--- config.mk ---
export PLATFORM = sky130hd
export DESIGN_NAME = xor_serial_sched
export DESIGN_NICKNAME = d
export VERILOG_FILES = /design/src/rtl/xor_serial_sched.sv
export SDC_FILE = /design/constraint.sdc
export NUM_CORES = 1
export LEC_CHECK = 0
export ABC_CLOCK_PERIOD_IN_PS = 2750
export BUFFER_PORTS_ARGS = -buffer_cell sky130_fd_sc_hd__buf_4
export CORE_UTILIZATION = 30
export CTS_CLUSTER_DIAMETER = 50
export DETAILED_ROUTE_END_ITERATION = 16
export GPL_TIMING_DRIVEN = 0
export HOLD_SLACK_MARGIN = 0.02
export PLACE_DENSITY = 0.61
export SYNTH_ARGS = -nofsm -noshare
export SYNTH_HDL_FRONTEND = slang
export SYNTH_SLANG_ARGS = --single-unit
export TNS_END_PERCENT = 5
--- constraint.sdc ---
create_clock -name clk -period 2.75 [get_ports clk]
set_input_delay 0.275 -clock clk [delete_from_list [all_inputs] [get_ports clk]]
set_output_delay 0.275 -clock clk [all_outputs]
set_load 0.02 [all_outputs]
--- src/rtl/xor_serial_sched.sv ---
// Round-robin scheduler feeding one shared bit-serial XOR gate (LSB first, one bit per cycle).
// Optional XOR_SCHED_PARITY_EN macro adds a serial parity accumulator on res_parity.
module xor_serial_sched #(
    parameter int N_REQ = 4,
    parameter int WIDTH = 8,
    localparam int IDW  = $clog2(N_REQ)
) (
    input  logic                   clk,
    input  logic                   rst_n,
    input  logic [N_REQ-1:0]       req,
    input  logic [N_REQ*WIDTH-1:0] a_in,
    input  logic [N_REQ*WIDTH-1:0] b_in,
    output logic [N_REQ-1:0]       gnt,
    output logic                   busy,
    output logic                   res_valid,
    input  logic                   res_ready,
    output logic [WIDTH-1:0]       res_data,
    output logic [IDW-1:0]         res_id,
    output logic                   res_parity
);

    localparam int CW = $clog2(WIDTH);

    typedef enum logic [1:0] {
        IDLE  = 2'd0,
        SHIFT = 2'd1,
        DONE  = 2'd2
    } state_t;

    state_t           state;
    state_t           state_nxt;

    logic [IDW-1:0]   rr_ptr;
    logic [IDW-1:0]   next_ptr;
    logic [IDW-1:0]   winner;
    logic             any_req;

    logic [WIDTH-1:0] a_sh;
    logic [WIDTH-1:0] b_sh;
    logic [CW-1:0]    cnt;
    logic             last_bit;
    logic             xor_bit;

    logic             load;
    logic             shift_en;
    logic             accept;

    // The only XOR in the datapath: one operand bit pair per cycle.
    assign xor_bit  = a_sh[0] ^ b_sh[0];
    assign last_bit = (cnt == CW'(WIDTH - 1));
    assign next_ptr = (res_id == IDW'(N_REQ - 1)) ? '0 : res_id + IDW'(1);

    // Winner search: first set req bit at or after rr_ptr, wrapping around.
    // The loop runs from the farthest offset down so the nearest one wins last.
    always_comb begin
        int idx;
        // NOTE: every comb output gets a default before any branch, so no latch is inferred.
        winner  = '0;
        any_req = 1'b0;
        idx     = 0;
        for (int off = N_REQ - 1; off >= 0; off--) begin
            idx = int'(rr_ptr) + off;
            if (idx >= N_REQ) begin
                idx = idx - N_REQ;
            end
            if (req[idx]) begin
                winner  = IDW'(idx);
                any_req = 1'b1;
            end
        end
    end

    // State register.
    always_ff @(posedge clk or negedge rst_n) begin
        if (!rst_n) begin
            state <= IDLE;
        end else begin
            // NOTE: clocked state uses non-blocking assignment so all registers update together.
            state <= state_nxt;
        end
    end

    // Next-state logic.
    always_comb begin
        state_nxt = state;
        unique case (state)
            IDLE:    if (any_req)   state_nxt = SHIFT;
            SHIFT:   if (last_bit)  state_nxt = DONE;
            DONE:    if (res_ready) state_nxt = IDLE;
            default:                state_nxt = IDLE;
        endcase
    end

    // Output / control decode.
    always_comb begin
        load     = 1'b0;
        shift_en = 1'b0;
        accept   = 1'b0;
        busy     = 1'b1;
        unique case (state)
            IDLE: begin
                busy = 1'b0;
                load = any_req;
            end
            SHIFT:   shift_en = 1'b1;
            DONE:    accept   = res_ready;
            default: busy     = 1'b0;
        endcase
    end

    // Grant pulse and requester bookkeeping.
    always_ff @(posedge clk or negedge rst_n) begin
        if (!rst_n) begin
            gnt    <= '0;
            res_id <= '0;
            rr_ptr <= '0;
        end else begin
            gnt <= '0;
            if (load) begin
                gnt    <= N_REQ'(1) << winner;
                res_id <= winner;
            end
            if (accept) begin
                rr_ptr <= next_ptr;
            end
        end
    end

    // Operand shift registers and bit counter; operands are frozen at capture.
    always_ff @(posedge clk or negedge rst_n) begin
        if (!rst_n) begin
            a_sh <= '0;
            b_sh <= '0;
            cnt  <= '0;
        end else if (load) begin
            a_sh <= a_in[int'(winner) * WIDTH +: WIDTH];
            b_sh <= b_in[int'(winner) * WIDTH +: WIDTH];
            cnt  <= '0;
        end else if (shift_en) begin
            a_sh <= a_sh >> 1;
            b_sh <= b_sh >> 1;
            cnt  <= cnt + CW'(1);
        end
    end

    // Result assembly: each new bit enters at the MSB so the first bit ends at bit 0.
    always_ff @(posedge clk or negedge rst_n) begin
        if (!rst_n) begin
            res_data  <= '0;
            res_valid <= 1'b0;
        end else begin
            if (shift_en) begin
                res_data <= {xor_bit, res_data[WIDTH-1:1]};
                if (last_bit) begin
                    res_valid <= 1'b1;
                end
            end
            if (accept) begin
                res_valid <= 1'b0;
            end
        end
    end

`ifdef XOR_SCHED_PARITY_EN
    logic par_acc;

    always_ff @(posedge clk or negedge rst_n) begin
        if (!rst_n) begin
            par_acc <= 1'b0;
        end else if (load) begin
            par_acc <= 1'b0;
        end else if (shift_en) begin
            par_acc <= par_acc ^ xor_bit;
        end
    end

    assign res_parity = par_acc;
`else
    assign res_parity = 1'b0;
`endif

endmodule
Word-level counts from Yosys, hierarchy flattened
Index checks and enable logic that the tools add are counted.

Output and inout port bits: 17. Logic and storage cells: 87. Register bits after elaboration: 38.

Muxes and demuxes: 43. Bitwise logic cells: 1. Shift operators: 3. Equal/unequal tests: 7. Add/subtract/negate cells: 9. Reduce and logical (&&, ||, !) cells: 7. Order comparisons: 8.

Operators with widths (count): $lt 32x4->1 const B (4); $mux 32 (4); $shiftx 32x6->8 (2); $mux 8 (4); $mux 1 (19); $mux 2 (8); $sub 3x3->4 const B (3); $ge 3x3->1 const B (3); $bmux 1 s2 (4); $add 2x2->3 const B (2); $mux 3 (2); $ne 2x2->1 const B (3); $pmux 2 s3 (1); $reduce_bool 2->1 (3); $eq 2x2->1 const B (2); $mux 4 (1); $shl 1x2->4 const A (1); $sub 2x3->4 const B (1); $add 2x1->3 const B (1); $add 3x1->3 const B (1); $eq 3x3->1 const B (1); $ge 2x3->1 const B (1); $reduce_and 3->1 (1); $add 2x1->2 const B (1); 5 further kinds (5).

Longest topological paths before layout
Depth in word-level cells: 12. Gate-level depth with buffers: 8. Depth with buffers taken out: 7.

Worst setup path after synthesis
OpenSTA, ideal clock, no wires.

Kind: register to register. From: register state[1]. To: register a_sh[3]. Setup time: 0.094 ns. Buffers on the path: 2. Cell stages (with the launch flop): 7. Data arrival time: 1.797 ns. Required time: 2.656 ns. Path slack: 0.859 ns. Cell sequence: dfrtp_1 -> inv_1 -> ha_1 -> buf_1 -> clkbuf_1 -> mux2i_1 -> a221oi_2.

Cells in the longest elaborated chain, start to end: 3.

RTL lines: start, declared (RTL line 30) `state_t state;`; start signal, assigned (RTL line 79) `state <= state_nxt;`; $eq 2x1->1 / $logic_not 2->1 (equally long branches) (RTL line 100) `unique case (state)`; $mux 1 (RTL line 100); $reduce_bool 2->1 (no line) / $mux 8 (equally long branches); end signal, assigned (RTL line 136) `a_sh <= a_in[int'(winner) * WIDTH +: WIDTH];`; end signal, assigned (RTL line 140) `a_sh <= a_sh >> 1;`; end, declared (RTL line 38) `logic [WIDTH-1:0] a_sh;`.

Parallel ways exist; a longest one is shown, timed or not. A chain may end at the register's enable or synchronous reset.

Worst setup path after layout
From: register state[1]. To: register b_sh[2].

Cells in the longest elaborated chain, start to end: 3.

RTL lines: $eq 2x1->1 / $logic_not 2->1 (equally long branches) (RTL line 100); $mux 1 (RTL line 100); $reduce_bool 2->1 (no line) / $mux 8 (equally long branches); end signal, assigned (RTL line 137) `b_sh <= b_in[int'(winner) * WIDTH +: WIDTH];`; end signal, assigned (RTL line 141) `b_sh <= b_sh >> 1;`; end, declared (RTL line 39) `logic [WIDTH-1:0] b_sh;`.

Parallel ways exist; a longest one is shown, timed or not.

==> out/metrics.yaml <==
path_cells: "inv_1 -> ha_1 -> buf_1 -> clkbuf_1 -> mux2i_1 -> a221oi_1"
ios: 88
yosysUniqueCellTypes: 40
overflow: 0
holdPathStages: 2
wl_per_cell_um: 15.79
grt_pass1_wl_um: 10610
gp_congestion: 0.7611
ant_nets: 0
clkSinkCount: 38
ys_top_cells_by_area: "dfrtp_1 (40%), mux2i_1 (8.4%), mux2_2 (8.0%)"
dpl_cell_area_mm2: 0.003168
crit_path_end_kind: "flip-flop"
peakVddDrop_mv: 0.3588
clockBufferDepth: 2
initial_utilization_pct: 30.99
max_freq_ghz: 0.4168
post-route-period-util_pct: 87.26
leakagePower_nw: 1.542
timing.final.max_slew_violations: 0
synth_nets: 298
yosys.area.top_type: "dfrtp_1"
yosys_warnings: 0
yosysTopAreaCellShare_pct: 39.71
syn_area_per_cell_um2: 10.84
timing.rr.end: "b_sh[2]$_DFFE_PN0P_"
layout-drive-gt1-share_pct: 43.67
hold_viol: 0
design_area_mm2: 0.003316
whs_ns: 0.1742
total_power_mw: 3.686
worstSetupStartpointType: "flip-flop"
cts_inserted_buffers: 5
ys_ff_latch: 38
path_delay_family: "buffers and inverters"
netlist_area_mm2: 0.002395
worst_pin_slew_ns: 0.7595
reg2reg_slack_ns: 0.35
yosysSeqAreaShare_pct: 39.71
worstPathMaxFanout: 10
htree_levels: 2
die_width_um: 91.35
worstPathBufferInverterCount: 3
grt_max_degree: 39
num-nets-final: 392
drt_iter0_drc: 100
holdPathEnd: "res_valid$_DFFE_PN0P_"
synthToLayoutAreaGrowth_pct: 38.45
cts_root_buf: "clkbuf_8"
dp_hpwl_um: 4946
worstHoldStart: "res_ready"
path_class: "flip-flop to flip-flop"
async_flop_share_pct: 100.0
cp.arrival_ns: 2.59
insertedDiodeCount: 0
track_usage_pct: 16.46
die_h_um: 91.35
rows: 32
rsz0062_at_grt: "false"
die_area_mm2: 0.008344
fin_crit_ns: 2.400
hold_path.class: "input port to flip-flop"
fill_cells: 775
core_area_mm2: 0.007727
slowest_delay_ns: 0.61
r2r_start: "state[1]$_DFFE_PN0P_"
synth_edf_count: 0
finalSetupViolCount: 0
grt_pass1_vias: 2046
cap_violations: 0
synthMostInstantiatedCell: "dfrtp_1"
worstSkewPairLatency_ns: 0.30
remaining_drc_errors: 0
vias: 2073
dr.pass1.iters: 4
via_per_inst: 4.959
required_ns: 2.94
skew_ns: 0.003820
cp_slowest_cell: "clkbuf_1"
cts_tree: "yes"
synthFlopType: "dfrtp_1"
relSlewSlack_pct: 48.81
antenna_found_initial: 0
ys_top_cells_by_count: "dfrtp_1 (38), mux2i_1 (20), mux2_2 (17), nor2_1 (14), inv_1 (13)"
dp.cells: 409
reg2reg_depth: 6
finish.cell_count_without_fillers: 418
wirelength_um: 6601
syn-instance-count: 221
p_per_area_mw_per_mm2: 1112
io_buffers: 86
clk_pin_slew_ns: 0.08
status: "complete, no violations"
finalSetupTns_ns: 0
cts_setup_buffers: 0
## per-stage QoR
stage | util, % | setup WS, ns
finish | 42.91 | 0.3505
CTS | 42.91 | 0.3529
floorplan | - | 0.8594
global route | 42.91 | 0.1669
detailed placement | 41.00 | 0.4029
global placement | 41.00 | 0.3865
## report_power, final
part	total, mW	switching, mW	internal, mW
clock network	0.579	0.215	0.364
registers	1.03	0.198	0.836
logic	2.07	1.07	1.01
## registers in the layout, indices dropped and copies added (netlist names)
name and flops:
res_data 8, rr_ptr 2, b_sh 8, state 2, cnt 3, res_id 2, a_sh 8, gnt 4
res_valid 1
## area by class of cell
type / count / area [um^2] / share of cell area, %
multi-input cells: 155 / 1311 / 39.55
flip-flops and latches: 38 / 950.9 / 28.68
repair buffers: 87 / 655.6 / 19.77
well taps: 102 / 127.6 / 3.849
plain buffers: 15 / 83.83 / 2.528
clock buffers: 5 / 68.82 / 2.075
clock inverters: 3 / 68.82 / 2.075
inverters: 13 / 48.80 / 1.472
## cell usage in the layout (no fill, tap or decap), types with 9 or more instances in the layout
master | netlist | layout
a221oi_1 | 10 | 10
buf_4 | 2 | 88
nand2_1 | 9 | 9
o221ai_1 | 9 | 9
o21ai_0 | 9 | 9
inv_1 | 13 | 13
mux2i_1 | 20 | 20
mux2_2 | 17 | 17
nor2_1 | 14 | 14
dfrtp_1 | 38 | 38
## worst max path at each step
stage,from,end,slack [ns],cells after the start
finish,state[1]$_DFFE_PN0P_,b_sh[2]$_DFFE_PN0P_,0.35,6
global route,state[1]$_DFFE_PN0P_,b_sh[4]$_DFFE_PN0P_,0.17,6
CTS,state[1]$_DFFE_PN0P_,b_sh[4]$_DFFE_PN0P_,0.35,6
detailed placement,state[1]$_DFFE_PN0P_,a_sh[1]$_DFFE_PN0P_,0.40,6
global placement,req[2],a_sh[3]$_DFFE_PN0P_,0.39,7
floorplan,state[1]$_DFFE_PN0P_,a_sh[3]$_DFFE_PN0P_,0.86,6
## repair_timing
action | in CTS | in global routing
gates resized for setup | 0 | 0
hold buffers | 1 | 0
endpoints found under the hold margin | 38 | 0
endpoints found under the setup margin | 0 | 0
## metal layers
layer | up-vias | share of wire (%) | global-route usage, %
met1 | 992 | 47 | 22.03
met2 | 70 | 47 | 27.08
li1 | 1005 | - | -
met4 | 0 | 1.2 | 4.365
met5 | - | 0 | 0
met3 | 6 | 4.5 | 3.266
## cells by family (layout without fill, tap and decap cells)
| group | count (synthesis) | count (layout) | synth area share, % |
|---|---|---|---|
| XOR/XNOR | 2 | 2 | 0.7316 |
| other | 1 | 1 | 0.1566 |
| adder cells (fa/ha/maj) | 6 | 6 | 3.135 |
| flip-flops | 38 | 38 | 39.71 |
| AO/OA/AOI/OAI | 51 | 51 | 18.97 |
| multiplexers | 42 | 42 | 19.49 |
| AND/OR/NAND/NOR | 53 | 53 | 12.28 |
| buffers and inverters | 28 | 123 | 5.538 |
No activity file was read; power rests on OpenSTA's default activity.
